### config.mk
export PLATFORM = sky130hd
export DESIGN_NAME = alu_arbiter_flat
export DESIGN_NICKNAME = d
export VERILOG_FILES = /design/src/rtl/alu_arb_pkg.sv /design/src/rtl/alu_arbiter_if.sv /design/src/rtl/alu_arbiter_rr_arb2.sv /design/src/rtl/alu_arbiter.sv /design/src/flat_wrapper.sv
export SDC_FILE = /design/constraint.sdc
export NUM_CORES = 1
export LEC_CHECK = 0
export CAP_MARGIN = 25
export CORE_ASPECT_RATIO = 1.1
export CORE_UTILIZATION = 40
export DETAILED_ROUTE_END_ITERATION = 7
export DONT_BUFFER_PORTS = 1
export SYNTH_ARGS = -nofsm -noshare
export SYNTH_HDL_FRONTEND = slang
export SYNTH_HIERARCHICAL = 1
export SYNTH_SLANG_ARGS = --single-unit
### constraint.sdc
create_clock -name clk -period 11.4 [get_ports clk]
set_input_delay 2.28 -clock clk [delete_from_list [all_inputs] [get_ports clk]]
set_output_delay 2.28 -clock clk [all_outputs]
set_load 0.1 [all_outputs]
### src/rtl/alu_arb_pkg.sv
// Shared constants, request struct, FSM states and opcode legality for alu_arbiter.
package alu_arb_pkg;
  localparam int NUM_REQ = 2;
  localparam int DATA_W  = 32;

  localparam logic [3:0] ALU_AND  = 4'b0000;
  localparam logic [3:0] ALU_OR   = 4'b0001;
  localparam logic [3:0] ALU_ADD  = 4'b0010;
  localparam logic [3:0] ALU_SUB  = 4'b0110;
  localparam logic [3:0] ALU_SLT  = 4'b0111;
  localparam logic [3:0] ALU_NOR  = 4'b1100;
  localparam logic [3:0] ALU_NAND = 4'b1101;

  typedef enum logic [1:0] {IDLE, EXEC, RESP} arb_state_e;

  typedef struct packed {
    logic [DATA_W-1:0] src1;
    logic [DATA_W-1:0] src2;
    logic [3:0]        op;
    logic [2:0]        cmp;
  } alu_req_t;

  localparam alu_req_t ALU_REQ_RST = '{src1: '0, src2: '0, op: ALU_ADD, cmp: '0};

  function automatic logic is_legal_op(input logic [3:0] op);
    case (op)
      ALU_AND, ALU_OR, ALU_ADD, ALU_SUB, ALU_SLT, ALU_NOR, ALU_NAND: return 1'b1;
      default: return 1'b0;
    endcase
  endfunction
endpackage

### src/rtl/alu_arbiter_if.sv
// Request/response bus of alu_arbiter: master = requesters + response consumer, slave = arbiter.
interface alu_arbiter_if;
  import alu_arb_pkg::*;

  logic [NUM_REQ-1:0]             req_valid;
  logic [NUM_REQ-1:0]             req_ready;
  logic [NUM_REQ-1:0][DATA_W-1:0] req_src1;
  logic [NUM_REQ-1:0][DATA_W-1:0] req_src2;
  logic [NUM_REQ-1:0][3:0]        req_op;
  logic [NUM_REQ-1:0][2:0]        req_cmp;

  logic              rsp_valid;
  logic              rsp_ready;
  logic              rsp_id;
  logic [DATA_W-1:0] rsp_result;
  logic              rsp_zero;
  logic              rsp_cout;
  logic              rsp_overflow;
  logic              rsp_err;

  modport master (
    output req_valid, req_src1, req_src2, req_op, req_cmp, rsp_ready,
    input  req_ready, rsp_valid, rsp_id, rsp_result, rsp_zero, rsp_cout, rsp_overflow, rsp_err
  );

  modport slave (
    input  req_valid, req_src1, req_src2, req_op, req_cmp, rsp_ready,
    output req_ready, rsp_valid, rsp_id, rsp_result, rsp_zero, rsp_cout, rsp_overflow, rsp_err
  );
endinterface

### src/rtl/alu_arbiter_rr_arb2.sv
// Two-way round-robin grant; the last-grant pointer moves only on an accepted handshake.
module rr_arb2 (
  input  logic       clk,
  input  logic       rst,
  input  logic [1:0] req,
  input  logic       accept,
  output logic [1:0] grant
);
  logic last;

  // On a tie, favour whoever was not granted last.
  always_comb begin
    grant = req;
    if (&req) grant = last ? 2'b01 : 2'b10;
  end

  always_ff @(posedge clk or posedge rst) begin
    if (rst)         last <= 1'b1;
    else if (accept) last <= grant[1];
  end
endmodule

### src/rtl/alu_arbiter.sv
// Round-robin arbiter/sequencer for the shared ALU: accept -> EXEC -> held response.
// Optional illegal-opcode trapping under `define ALU_ARB_ERR_CHECK_EN.
module alu_arbiter
  import alu_arb_pkg::*;
(
  input  logic              clk,
  input  logic              rst,
  alu_arbiter_if.slave      bus,
  output logic              alu_rst_n,
  output logic [DATA_W-1:0] alu_src1,
  output logic [DATA_W-1:0] alu_src2,
  output logic [3:0]        alu_ctrl,
  output logic [2:0]        alu_bonus,
  input  logic [DATA_W-1:0] alu_result,
  input  logic              alu_zero,
  input  logic              alu_cout,
  input  logic              alu_overflow
);
  arb_state_e         state, state_nxt;
  logic [NUM_REQ-1:0] grant;
  logic               idle_ok, accept, win_id, op_bad;
  alu_req_t           win_req, acc_req, op_q;
  logic               id_q, err_q;
  logic               rsp_id_q, rsp_zero_q, rsp_cout_q, rsp_ovf_q, rsp_err_q;
  logic [DATA_W-1:0]  rsp_result_q;

  // Gating with rst keeps req_ready low while reset is held even though state is IDLE.
  assign idle_ok       = (state == IDLE) && !rst;
  assign accept        = idle_ok && (|bus.req_valid);
  assign win_id        = grant[1];
  assign bus.req_ready = grant & {NUM_REQ{idle_ok}};

  rr_arb2 u_arb (
    .clk   (clk),
    .rst   (rst),
    .req   (bus.req_valid),
    .accept(accept),
    .grant (grant)
  );

  assign win_req = '{src1: bus.req_src1[win_id], src2: bus.req_src2[win_id],
                     op:   bus.req_op[win_id],   cmp:  bus.req_cmp[win_id]};

`ifdef ALU_ARB_ERR_CHECK_EN
  assign op_bad = !is_legal_op(win_req.op);
`else
  assign op_bad = 1'b0;
`endif

  // An illegal op still runs the full sequence, but the ALU only sees a harmless ADD 0+0.
  assign acc_req = op_bad ? '{src1: '0, src2: '0, op: ALU_ADD, cmp: win_req.cmp} : win_req;

  always_ff @(posedge clk or posedge rst) begin
    if (rst) state <= IDLE;
    else     state <= state_nxt;
  end

  always_comb begin
    state_nxt = state;
    case (state)
      IDLE:    if (|bus.req_valid) state_nxt = EXEC;
      EXEC:    state_nxt = RESP;
      RESP:    if (bus.rsp_ready) state_nxt = IDLE;
      default: state_nxt = IDLE;
    endcase
  end

  always_ff @(posedge clk or posedge rst) begin
    if (rst) begin
      op_q  <= ALU_REQ_RST;
      id_q  <= 1'b0;
      err_q <= 1'b0;
    end else if (accept) begin
      op_q  <= acc_req;
      id_q  <= win_id;
      err_q <= op_bad;
    end
  end

  always_ff @(posedge clk or posedge rst) begin
    if (rst) begin
      rsp_id_q     <= 1'b0;
      rsp_result_q <= '0;
      rsp_zero_q   <= 1'b0;
      rsp_cout_q   <= 1'b0;
      rsp_ovf_q    <= 1'b0;
      rsp_err_q    <= 1'b0;
    end else if (state == EXEC) begin
      rsp_id_q     <= id_q;
      rsp_result_q <= err_q ? '0 : alu_result;
      rsp_zero_q   <= !err_q && alu_zero;
      rsp_cout_q   <= !err_q && alu_cout;
      rsp_ovf_q    <= !err_q && alu_overflow;
      rsp_err_q    <= err_q;
    end
  end

  assign alu_rst_n = !rst;
  assign alu_src1  = op_q.src1;
  assign alu_src2  = op_q.src2;
  assign alu_ctrl  = op_q.op;
  assign alu_bonus = op_q.cmp;

  assign bus.rsp_valid    = (state == RESP);
  assign bus.rsp_id       = rsp_id_q;
  assign bus.rsp_result   = rsp_result_q;
  assign bus.rsp_zero     = rsp_zero_q;
  assign bus.rsp_cout     = rsp_cout_q;
  assign bus.rsp_overflow = rsp_ovf_q;
  assign bus.rsp_err      = rsp_err_q;
endmodule
### src/flat_wrapper.sv
// flat-port wrapper written by rule: the top's interface ports become plain ports
module alu_arbiter_flat import alu_arb_pkg::*;
  (clk, rst, alu_rst_n, alu_src1, alu_src2, alu_ctrl, alu_bonus, alu_result, alu_zero, alu_cout, alu_overflow, bus_req_valid, bus_req_src1, bus_req_src2, bus_req_op, bus_req_cmp, bus_rsp_ready, bus_req_ready, bus_rsp_valid, bus_rsp_id, bus_rsp_result, bus_rsp_zero, bus_rsp_cout, bus_rsp_overflow, bus_rsp_err);
  alu_arbiter_if bus_i ();
  input  logic clk;
  input  logic rst;
  output logic alu_rst_n;
  output logic [DATA_W-1:0] alu_src1;
  output logic [DATA_W-1:0] alu_src2;
  output logic [3:0] alu_ctrl;
  output logic [2:0] alu_bonus;
  input  logic [DATA_W-1:0] alu_result;
  input  logic alu_zero;
  input  logic alu_cout;
  input  logic alu_overflow;
  input wire logic [$bits(bus_i.req_valid)-1:0] bus_req_valid;
  input wire logic [$bits(bus_i.req_src1)-1:0] bus_req_src1;
  input wire logic [$bits(bus_i.req_src2)-1:0] bus_req_src2;
  input wire logic [$bits(bus_i.req_op)-1:0] bus_req_op;
  input wire logic [$bits(bus_i.req_cmp)-1:0] bus_req_cmp;
  input wire logic [$bits(bus_i.rsp_ready)-1:0] bus_rsp_ready;
  output wire logic [$bits(bus_i.req_ready)-1:0] bus_req_ready;
  output wire logic [$bits(bus_i.rsp_valid)-1:0] bus_rsp_valid;
  output wire logic [$bits(bus_i.rsp_id)-1:0] bus_rsp_id;
  output wire logic [$bits(bus_i.rsp_result)-1:0] bus_rsp_result;
  output wire logic [$bits(bus_i.rsp_zero)-1:0] bus_rsp_zero;
  output wire logic [$bits(bus_i.rsp_cout)-1:0] bus_rsp_cout;
  output wire logic [$bits(bus_i.rsp_overflow)-1:0] bus_rsp_overflow;
  output wire logic [$bits(bus_i.rsp_err)-1:0] bus_rsp_err;
  assign bus_i.req_valid = bus_req_valid;
  assign bus_i.req_src1 = bus_req_src1;
  assign bus_i.req_src2 = bus_req_src2;
  assign bus_i.req_op = bus_req_op;
  assign bus_i.req_cmp = bus_req_cmp;
  assign bus_i.rsp_ready = bus_rsp_ready;
  assign bus_req_ready = bus_i.req_ready;
  assign bus_rsp_valid = bus_i.rsp_valid;
  assign bus_rsp_id = bus_i.rsp_id;
  assign bus_rsp_result = bus_i.rsp_result;
  assign bus_rsp_zero = bus_i.rsp_zero;
  assign bus_rsp_cout = bus_i.rsp_cout;
  assign bus_rsp_overflow = bus_i.rsp_overflow;
  assign bus_rsp_err = bus_i.rsp_err;
  alu_arbiter u_core (.clk(clk), .rst(rst), .bus(bus_i), .alu_rst_n(alu_rst_n), .alu_src1(alu_src1), .alu_src2(alu_src2), .alu_ctrl(alu_ctrl), .alu_bonus(alu_bonus), .alu_result(alu_result), .alu_zero(alu_zero), .alu_cout(alu_cout), .alu_overflow(alu_overflow));
endmodule
# Word level (Yosys, flattened, before mapping)
# Index checks and enable logic that the tools add are counted.
# word_totals
register_bits	111
wordCells	38
inputBits	182
# op_classes
n_reduce_logical	7
order_cmp	1
muxes	13
n_bitwise	1
eq_ne	4
# ops
op	count
$mux W32	4
$mux W2	4
$mux W4	2
$mux W3	2
$pmux W2 S3	1
$ne A2 B2 Y1 const B	2
$reduce_and A2 Y1	2
$and A2 B2 Y2	1
$eq A2 B1 Y1 const B	1
$eq A2 B2 Y1 const B	1
$logic_and A1 B1 Y1	2
$logic_not A2 Y1	1
$lt A1 B2 Y1 const B	1
$reduce_or A2 Y1	1
$logic_not A1 Y1	1

# Depth between registers and ports, before layout
# Gate-level depths: netlist of run 1.
# logic_depth
ltp_word	4
mapped_depth	5
depth_no_buf	3

# By module
# The synthesis of run 1 kept the hierarchy.
# by_module_without_submodules
mod	cells_per_inst	instances	seq_area_each_um2	area_per_inst_um2
alu_arbiter	322	1	2753.9	5337.6
rr_arb2	6	1	26.3	67.6

# Worst setup path after synthesis of run 1
# No wires, ideal clock.
# synth_timing
kind	input to output
start	input port rst
end	output port alu_rst_n
n_path_buf	0
path_stages	1
setup_slack_ns	4.013
required_ns	9.120
arrival_ns	5.107
path_cell_list	inv_1
# synth_via
elab_chain_len	1
# synth_lines
item	line_no	source
start: declaration	flat_wrapper.sv:6	input logic rst;
$logic_not A1 Y1	alu_arbiter.sv:98	assign alu_rst_n = !rst;
end: declaration	flat_wrapper.sv:7	output logic alu_rst_n;
# No other way between the ends.

# Final worst setup path of run 1
# layout_timing
start	input port rst
end	output port bus_req_ready[1]
# layout_via
elab_chain_len	3
# layout_lines
item	line_no	source
$logic_not A1 Y1	alu_arbiter.sv:28	assign idle_ok = (state == IDLE) && !rst;
$logic_and A1 B1 Y1	alu_arbiter.sv:28	
$and A2 B2 Y2	alu_arbiter.sv:31	assign bus.req_ready = grant & {NUM_REQ{idle_ok}};
end: declaration	flat_wrapper.sv:22	output wire logic [$bits(bus_i.req_ready)-1:0] bus_req_ready;
# No other way between the ends.

==> impl_metrics.csv, run 1 <==
group,metric,value,unit
synth,syn_area,5410,um^2
synth,muxShareOfSynthArea,42.4,%
critical_path,path_cells,"nor3_2 -> and2_1",
die,core_area,13200,um^2
cells_and_area,synthToLayoutAreaGrowth,5.56,%
cells_and_area,layout.nets,504,
route,dr.first_iter.drc_count,79,
cts,cts_hold_buf,0,
critical_path,path_class,"input port to primary output",
route,drc,0,
route,drtAntennaViolNets,0,
timing,finalHoldViolCount,0,
die,dieArea,14000,um^2
timing,period_minus_slack,5.54,ns
place,io_buffers,0,
die,die_x,113,um
place,hpwlAfterDp,7270,um
cts,cts_resized,0,
synth,syn_avg_cell_area,16.5,um^2
critical_path,start_kind,"input port",
grt,antenna_found_initial,0,
cts,cts_max_path_buffers,2,
route,avgRoutedWirePerCell,20.8,um
critical_path,worstPathArrival,3.26,ns
synth,synth_seq_area_share,51.4,%
synth,synthDistinctLibCells,18,
synth,synth-simple-area-share,1.06,%
cts,clock_latency,0.34,ns
critical_path,crit_path_max_incr_delay,0.81,ns
synth,synth_cells,328,
run_status,status,"finished, final reports clean",
grt,track_usage,14.0,%
worst_hold_path,min_path_type,"register to register",
timing,report.final.setup_viol,0,
die,rows,44,
route,firstDrtPassIters,3,
die,start_util,40.9,%
timing,min_period_over_period,48.6,%
timing,fmax,180,MHz
cts,cts_tree,"built",
cts,clk_pin_slew_worst_paths,0.07,ns
synth,synth-compound-area-share,0.440,%
grt,grt_max_degree,74,
cells_and_area,fill_cells,1180,
cells_and_area,n_antenna_cell,0,
timing,relSlewSlack,35.5,%
synth,yosysWarnings,6,
die,pin_count,294,
cells_and_area,drive_gt1_share,62.4,%
route,viasPerCell,5.21,
critical_path,required,9.12,ns
timing,rsz0062_at_grt,"no",
route,vias,2541,
grt,grt_pass1_wl,14700,um
synth,ys_seq_elements,111,
timing,worstMarginPinSlew,0.974,ns
grt,grt.overflow.total,0,
timing,report.final.slew_viol_count,0,
cts,cts.sinks,111,
synth,synth_top_family_by_area,"multiplexers",
grt,grt_pass1_vias,2667,
route,drt_wl_total,10200,um
critical_path,crit_fanout,3,
timing,fin_worst_skew,0.00640,ns
synth,synth_nets,510,
die,die_y,124,um
flow_run,drv_cap,0,
cts,cts-root-buf,"clkbuf_16",
synth,synth_xor_area_share,0,%
timing,tns,0,ns
place,routabilityCongestion,0.709,
critical_path,crit_family,"simple AND/OR/NAND/NOR gates",
cts,cts_buffers,9,
critical_path,critical_path.slowest_cell,"and2_1",
critical_path,cp_num_buf_inv,0,
cts,post_cts_buffers,0,
critical_path,endpoint_kind,"primary output",
synth,synth_fa_ha_area_share,0,%
cts,htree_num_levels,3,
-- layout by cell type (no fill, tap or decap), drive strengths merged --
| cell type | count |
|---|---|
| mux2 | 180 |
| dfrtp | 109 |
| clkbuf | 11 |
| buf | 4 |
| inv | 4 |
| clkinvlp | 2 |
| nand2b | 2 |
| and2 | 2 |
| dfstp | 2 |
| clkinv | 2 |
| nor3 | 2 |
| a21boi | 2 |
| bufinv | 1 |
| nor2 | 1 |
| nor2b | 1 |
| o21ai | 1 |
| conb | 1 |
-- per-layer routing --
layer / part of all wire (%) / up-vias / track usage, % / wire length [um]
li1: - / 1145 / - / -
met1: 40 / 1233 / 16.8 / 4030
met2: 51 / 151 / 23.1 / 5160
met3: 7.5 / 12 / 3.75 / 760
met4: 1.9 / 0 / 7.67 / 197
met5: 0 / - / 0 / 0
-- stage by stage --
stage               std cells  instance area [um^2]  hold WS [ns]  worst slack, ns  utilization [%]
CTS                       488                  5710         0.512             5.85             43.2
global route              488                  5710         0.535             5.81             43.2
detailed placement        472                  5410         0.502             5.85             41.0
global placement          472                  5410         0.493             5.91             41.0
floorplan                 328                  5410         0.466             4.01                -
finish                    488                  5710         0.515             5.86             43.2
-- logic make-up (layout without fill, tap and decap cells) --
logic type / count (synthesis) / count (layout)
flops: 111 / 111
simple gates: 8 / 8
compound gates: 3 / 3
buf+inv: 25 / 24
mux: 180 / 180
other cells: 1 / 1
-- path summary, 6_finish.rpt --
path / start / end / slack, ns / cells past startpoint
max: rst / bus_req_ready[1] / 5.86 / 2
min: u_core/state[1] / u_core/state[0] / 0.51 / 1
max reg2reg: u_core/state[0] / u_core/alu_src1[29] / 8.50 / 4
min reg2reg: u_core/state[1] / u_core/state[0] / 0.51 / 1
max in group asynchronous: rst / u_core/alu_src1[12] / 8.31 / 2
min in group asynchronous: rst / u_core/u_arb/last / 1.81 / 1
-- synthesized netlist by cell type --
cell / number / area share, %
nor3_2: 1 / 0.19
dfstp_2: 2 / 0.97
nand2b_1: 2 / 0.23
buf_12: 8 / 3.0
inv_1: 4 / 0.28
mux2_4: 70 / 19
and2_1: 2 / 0.23
a21boi_2: 1 / 0.21
o21ai_0: 1 / 0.093
buf_4: 4 / 0.56
conb_1: 1 / 0.069
nor3_1: 1 / 0.093
buf_2: 9 / 0.83
dfrtp_1: 109 / 50
nor2_1: 1 / 0.069
mux2_2: 110 / 23
a21boi_0: 1 / 0.14
nor2b_4: 1 / 0.25
-- cell type report --
type,count,area [um^2],area share (%)
flip-flops and latches,111,2780,48.7
clock inverters,5,58.8,1.03
multi-input cells,192,2380,41.8
repair buffers,4,30.0,0.526
clock buffers,11,233,4.08
inverters,4,20.0,0.351
well taps,161,201,3.53
-- registers in the layout, summed over array words and instances, names as in the netlist, 2 cells and up --
signal and flops:
u_core/alu_src1 32, u_core/bus.rsp_result 32, u_core/alu_ctrl 4, u_core/alu_src2 32, u_core/state 2, u_core/alu_bonus 3
Power of run 1 is not shown: default switching activity piles up to over one toggle a cycle in this logic, so the estimate is an artifact.
==> run 2: changes to the inputs <==
- clock period: 11.4 -> 5.8 ns (I/O delays scaled with it)
==> run 2 against run 1 <==
Against the previous run:
- flip-flop and latch count unchanged
- first-iteration DRC count decreased by 2.5%
- register-to-register slack got worse by 5.0 ns
- utilization decreased by 0.076 points
- cell count increased by 0.20%
- hold slack got worse by 0.014 ns
- critical path type unchanged
==> impl_metrics.csv, run 2 (same netlist as run 1, synthesis figures left out) <==
group,metric,value,unit
critical_path,cp_num_buf_inv,0,
timing,whs,0.500,ns
route,avgRoutedWirePerCell,20.8,um
place,hpwlAfterDp,7430,um
critical_path,crit_path_max_incr_delay,0.80,ns
critical_path,required,4.64,ns
critical_path,critPathLaunch,"rst",
die,dieArea,14000,um^2
cts,htree_num_levels,3,
timing,tns,0,ns
critical_path,critical_path.slowest_cell,"and2_1",
grt,grt_pass1_vias,2779,
critical_path,path_depth,2,
route,vias,2581,
grt,grt.overflow.total,0,
cells_and_area,fill_cells,1182,
timing,relSlewSlack,36.1,%
grt,grt_pass1_wl,15000,um
place,io_buffers,0,
cts,cts_hold_buf,0,
grt,grt_max_degree,74,
cells_and_area,layout.nets,505,
cells_and_area,n_antenna_cell,0,
critical_path,crit_family,"simple AND/OR/NAND/NOR gates",
cells_and_area,drive_gt1_share,62.8,%
die,start_util,40.9,%
route,dr.first_iter.drc_count,77,
critical_path,path_class,"input port to primary output",
grt,antenna_found_initial,0,
cts,clock_latency,0.34,ns
critical_path,path_cells,"nor3_2 -> and2_1",
route,top_layer,"met4",
die,pin_count,294,
cells_and_area,synthToLayoutAreaGrowth,5.37,%
critical_path,reg2regPathDepth,4,
timing,rsz0062_at_grt,"no",
critical_path,rr_endpoint,"u_core/alu_src1[30]",
critical_path,crit_end,"bus_req_ready[1]",
route,dr_wl_met3,793,um
route,firstDrtPassIters,4,
timing,report.final.setup_viol,0,
grt,track_usage,14.2,%
timing,worstMarginPinSlew,0.965,ns
cts,cts_buffers,9,
critical_path,crit_fanout,3,
cells_and_area,multi_input_area,2380,um^2
die,rows,44,
cells_and_area,most-common-layout-cells,"110 x mux2_2, 109 x dfrtp_1, 70 x mux2_4",
route,route.met2.wl,5290,um
route,drtAntennaViolNets,0,
run_status,status,"finished, final reports clean",
timing,finalHoldViolCount,0,
critical_path,ff2ff_setup_slack,3.55,ns
route,viasPerCell,5.28,
timing,report.final.slew_viol_count,0,
critical_path,r2r_start,"u_core/state[0]",
cells_and_area,final_common_cell,"mux2_2",
cells_and_area,seqCellArea,2780,um^2
worst_hold_path,min_path_type,"register to register",
timing,fin_worst_skew,0.00558,ns
cts,cts_max_path_buffers,2,
cts,cts-root-buf,"clkbuf_16",
route,drt_wl_total,10200,um
timing,min_period_over_period,56.4,%
cts,cts.sinks,111,
route,drt-met1-wl,3860,um
cts,clk_pin_slew_worst_paths,0.07,ns
critical_path,start_kind,"input port",
critical_path,worstPathArrival,2.11,ns
timing,fmax,306,MHz
die,core_area,13200,um^2
die,die_x,113,um
die,die_y,124,um
cts,post_cts_buffers,0,
critical_path,endpoint_kind,"primary output",
place,routabilityCongestion,0.708,
cts,cts_resized,0,
cts,cts_tree,"built",
route,drc,0,
timing,period_minus_slack,3.27,ns
flow_run,drv_cap,0,
==> run 2: changes by cell type in the layout (fill, tap and decap cells not counted) <==
cell	previous run	this run
bufinv_16	1	0
clkinv_2	1	2
inv_6	1	3
buf_4	4	5
clkinvlp_4	2	0
clkbuf_1	2	1
clkinv_4	1	2
==> run 2: how the worst min path moves through the flow <==
stage / startpoint / to / slack (ns) / cells after the start
after floorplan: u_core/state[1] / u_core/state[0] / 0.47 / 1
after global placement: u_core/id_q / u_core/id_q / 0.49 / 1
after detailed placement: u_core/state[1] / u_core/state[0] / 0.49 / 1
after CTS: u_core/state[1] / u_core/state[0] / 0.50 / 1
after global routing: u_core/state[1] / u_core/state[0] / 0.53 / 1
final: u_core/state[1] / u_core/state[0] / 0.50 / 1
==> run 2: metal layers <==
metal,GRT usage [%],vias to the layer above
met5,0,-
met4,8.17,0
met3,4.04,15
met2,23.6,151
met1,16.5,1266
li1,-,1149
==> run 2: through the flow <==
stage	cell area [um^2]	instances	worst slack (ns)	util (%)
floorplan	5410	328	0.653	-
detailed placement	5420	473	2.53	41.0
global route	5700	489	2.47	43.1
global placement	5420	473	2.55	41.0
CTS	5700	489	2.52	43.1
finish	5700	489	2.53	43.1
==> run 2: cell type report <==
| class | count | share of cell area [%] |
|---|---|---|
| multi-input cells | 192 | 41.8 |
| clock buffers | 10 | 4.02 |
| repair buffers | 5 | 0.659 |
| clock inverters | 6 | 0.791 |
| inverters | 4 | 0.351 |
| flip-flops and latches | 111 | 48.8 |
| well taps | 161 | 3.54 |
Power of run 2 is left out for the same reason.
==> run 3: changes to the inputs <==
- clock period: 5.8 -> 3.3 ns (I/O delays scaled with it)
==> run 3 against run 2 <==
Against the previous run:
- sequential share of layout area shrank 0.71 points
- register-to-register slack got worse by 2.2 ns
- critical path depth is the same
- count of clock-buffer cells in the layout is 1 higher
- global-route usage is 0.23 points higher
- hold slack got worse by 0.30 ns
- non-clock buffer count increased by 4
- die area is the same
==> impl_metrics.csv, run 3 (same netlist as run 1, synthesis figures left out) <==
group,metric,value,unit
run_status,status,"finished, final reports clean",
critical_path,crit_path_max_incr_delay,0.62,ns
grt,antenna_found_initial,0,
route,drtAntennaViolNets,0,
cts,cts_tree,"built",
place,io_buffers,0,
critical_path,required,2.64,ns
place,hpwlAfterDp,7540,um
critical_path,path_class,"register to primary output",
grt,grt_pass1_wl,15000,um
worst_hold_path,min_path_type,"input port to async pin",
timing,fin_worst_skew,0.0108,ns
timing,min_period_over_period,66.9,%
cts,cts_buffers,9,
die,rows,44,
timing,report.final.slew_viol_count,0,
die,die_x,113,um
critical_path,reg2regPathDepth,4,
cts,cts-root-buf,"clkbuf_16",
grt,grt_max_degree,61,
critical_path,worstPathArrival,1.55,ns
timing,fmax,453,MHz
place,routabilityCongestion,0.731,
cells_and_area,fill_cells,1161,
route,viasPerCell,5.29,
timing,report.final.setup_viol,0,
cts,htree_num_levels,3,
timing,worstMarginPinSlew,0.965,ns
cells_and_area,multi_input_area,2380,um^2
critical_path,start_kind,"register",
route,vias,2610,
cells_and_area,stdcell_area,5780,um^2
die,pin_count,294,
route,firstDrtPassIters,3,
critical_path,ff2ff_setup_slack,1.36,ns
timing,period_minus_slack,2.21,ns
critical_path,critical_path.slowest_cell,"inv_1",
cells_and_area,layout.nets,509,
route,drt_wl_total,10600,um
cts,clock_latency,0.35,ns
cells_and_area,seqCellArea,2780,um^2
cells_and_area,drive_gt1_share,63.6,%
grt,grt.overflow.total,0,
timing,finalHoldViolCount,0,
cts,cts.sinks,111,
critical_path,r2r_start,"u_core/u_arb/last",
critical_path,endpoint_kind,"primary output",
grt,track_usage,14.4,%
place,place_area,5460,um^2
flow_run,drv_cap,0,
timing,relSlewSlack,35.6,%
cells_and_area,n_antenna_cell,0,
die,start_util,40.9,%
cts,clk_pin_slew_worst_paths,0.07,ns
cts,cts_max_path_buffers,2,
die,core_area,13200,um^2
timing,tns,0,ns
route,drc,0,
die,die_y,124,um
cells_and_area,most-common-layout-cells,"110 x mux2_2, 109 x dfrtp_1, 70 x mux2_4",
route,avgRoutedWirePerCell,21.5,um
cts,cts_hold_buf,0,
timing,rsz0062_at_grt,"no",
cts,post_cts_buffers,0,
grt,grt_pass1_vias,2654,
critical_path,rr_endpoint,"u_core/alu_src1[9]",
route,dr.first_iter.drc_count,66,
critical_path,path_cells,"nand2b_1 -> inv_1",
cells_and_area,synthToLayoutAreaGrowth,6.92,%
cts,cts_resized,0,
critical_path,crit_fanout,4,
cells_and_area,final_common_cell,"mux2_2",
die,dieArea,14000,um^2
[run 3: cell count changes in the layout (fill, tap and decap cells not counted), sizes merged]
cell and change:
clkinvlp +2, clkbuf +1, bufinv +1, clkinv -3
buf +4, inv -1
[run 3: stage by stage]
step,setup slack (ns),hold WS [ns],util [%],cells
after floorplan,0.301,0.466,-,328
after global placement,1.11,0.482,41.3,477
after detailed placement,1.08,0.500,41.3,477
after CTS,1.08,0.181,43.7,493
after global routing,1.03,0.180,43.7,493
final,1.09,0.197,43.7,493
[run 3: layout make-up]
cell class | instances | share of cell area, %
Inverter | 4 | 0.325
Timing Repair Buffer | 9 | 1.39
Clock inverter | 5 | 1.10
Tap cell | 161 | 3.49
Clock buffer | 11 | 4.37
Sequential cell | 111 | 48.1
Multi-Input combinational cell | 192 | 41.2
[run 3: worst max path at each step]
stage,start,endpoint,cells after the start
2_1_floorplan,rst,alu_rst_n,1
3_3_place_gp,bus_req_valid[1],u_core/alu_src1[10],4
3_5_place_dp,bus_req_valid[1],u_core/alu_src1[3],4
4_1_cts,u_core/state[0],bus_rsp_valid,2
5_1_grt,u_core/state[0],bus_rsp_valid,2
6_report,u_core/state[0],bus_rsp_valid,2
[run 3: metal layers]
layer,vias to the layer above,share of wire [%],GRT usage [%]
met4,0,2.6,8.25
met2,143,50,23.5
met3,17,7.3,3.70
li1,1160,-,-
met5,-,0,0
met1,1290,40,17.4
[run 3: worst max-delay path, delay by kind of cell (launching register included)]
| kind | cells | cell delay, ns |
|---|---|---|
| buffers and inverters | 1 | 0.62 |
| DFF | 1 | 0.42 |
| and+or+nand+nor | 1 | 0.17 |
Power of run 3 is left out for the same reason.
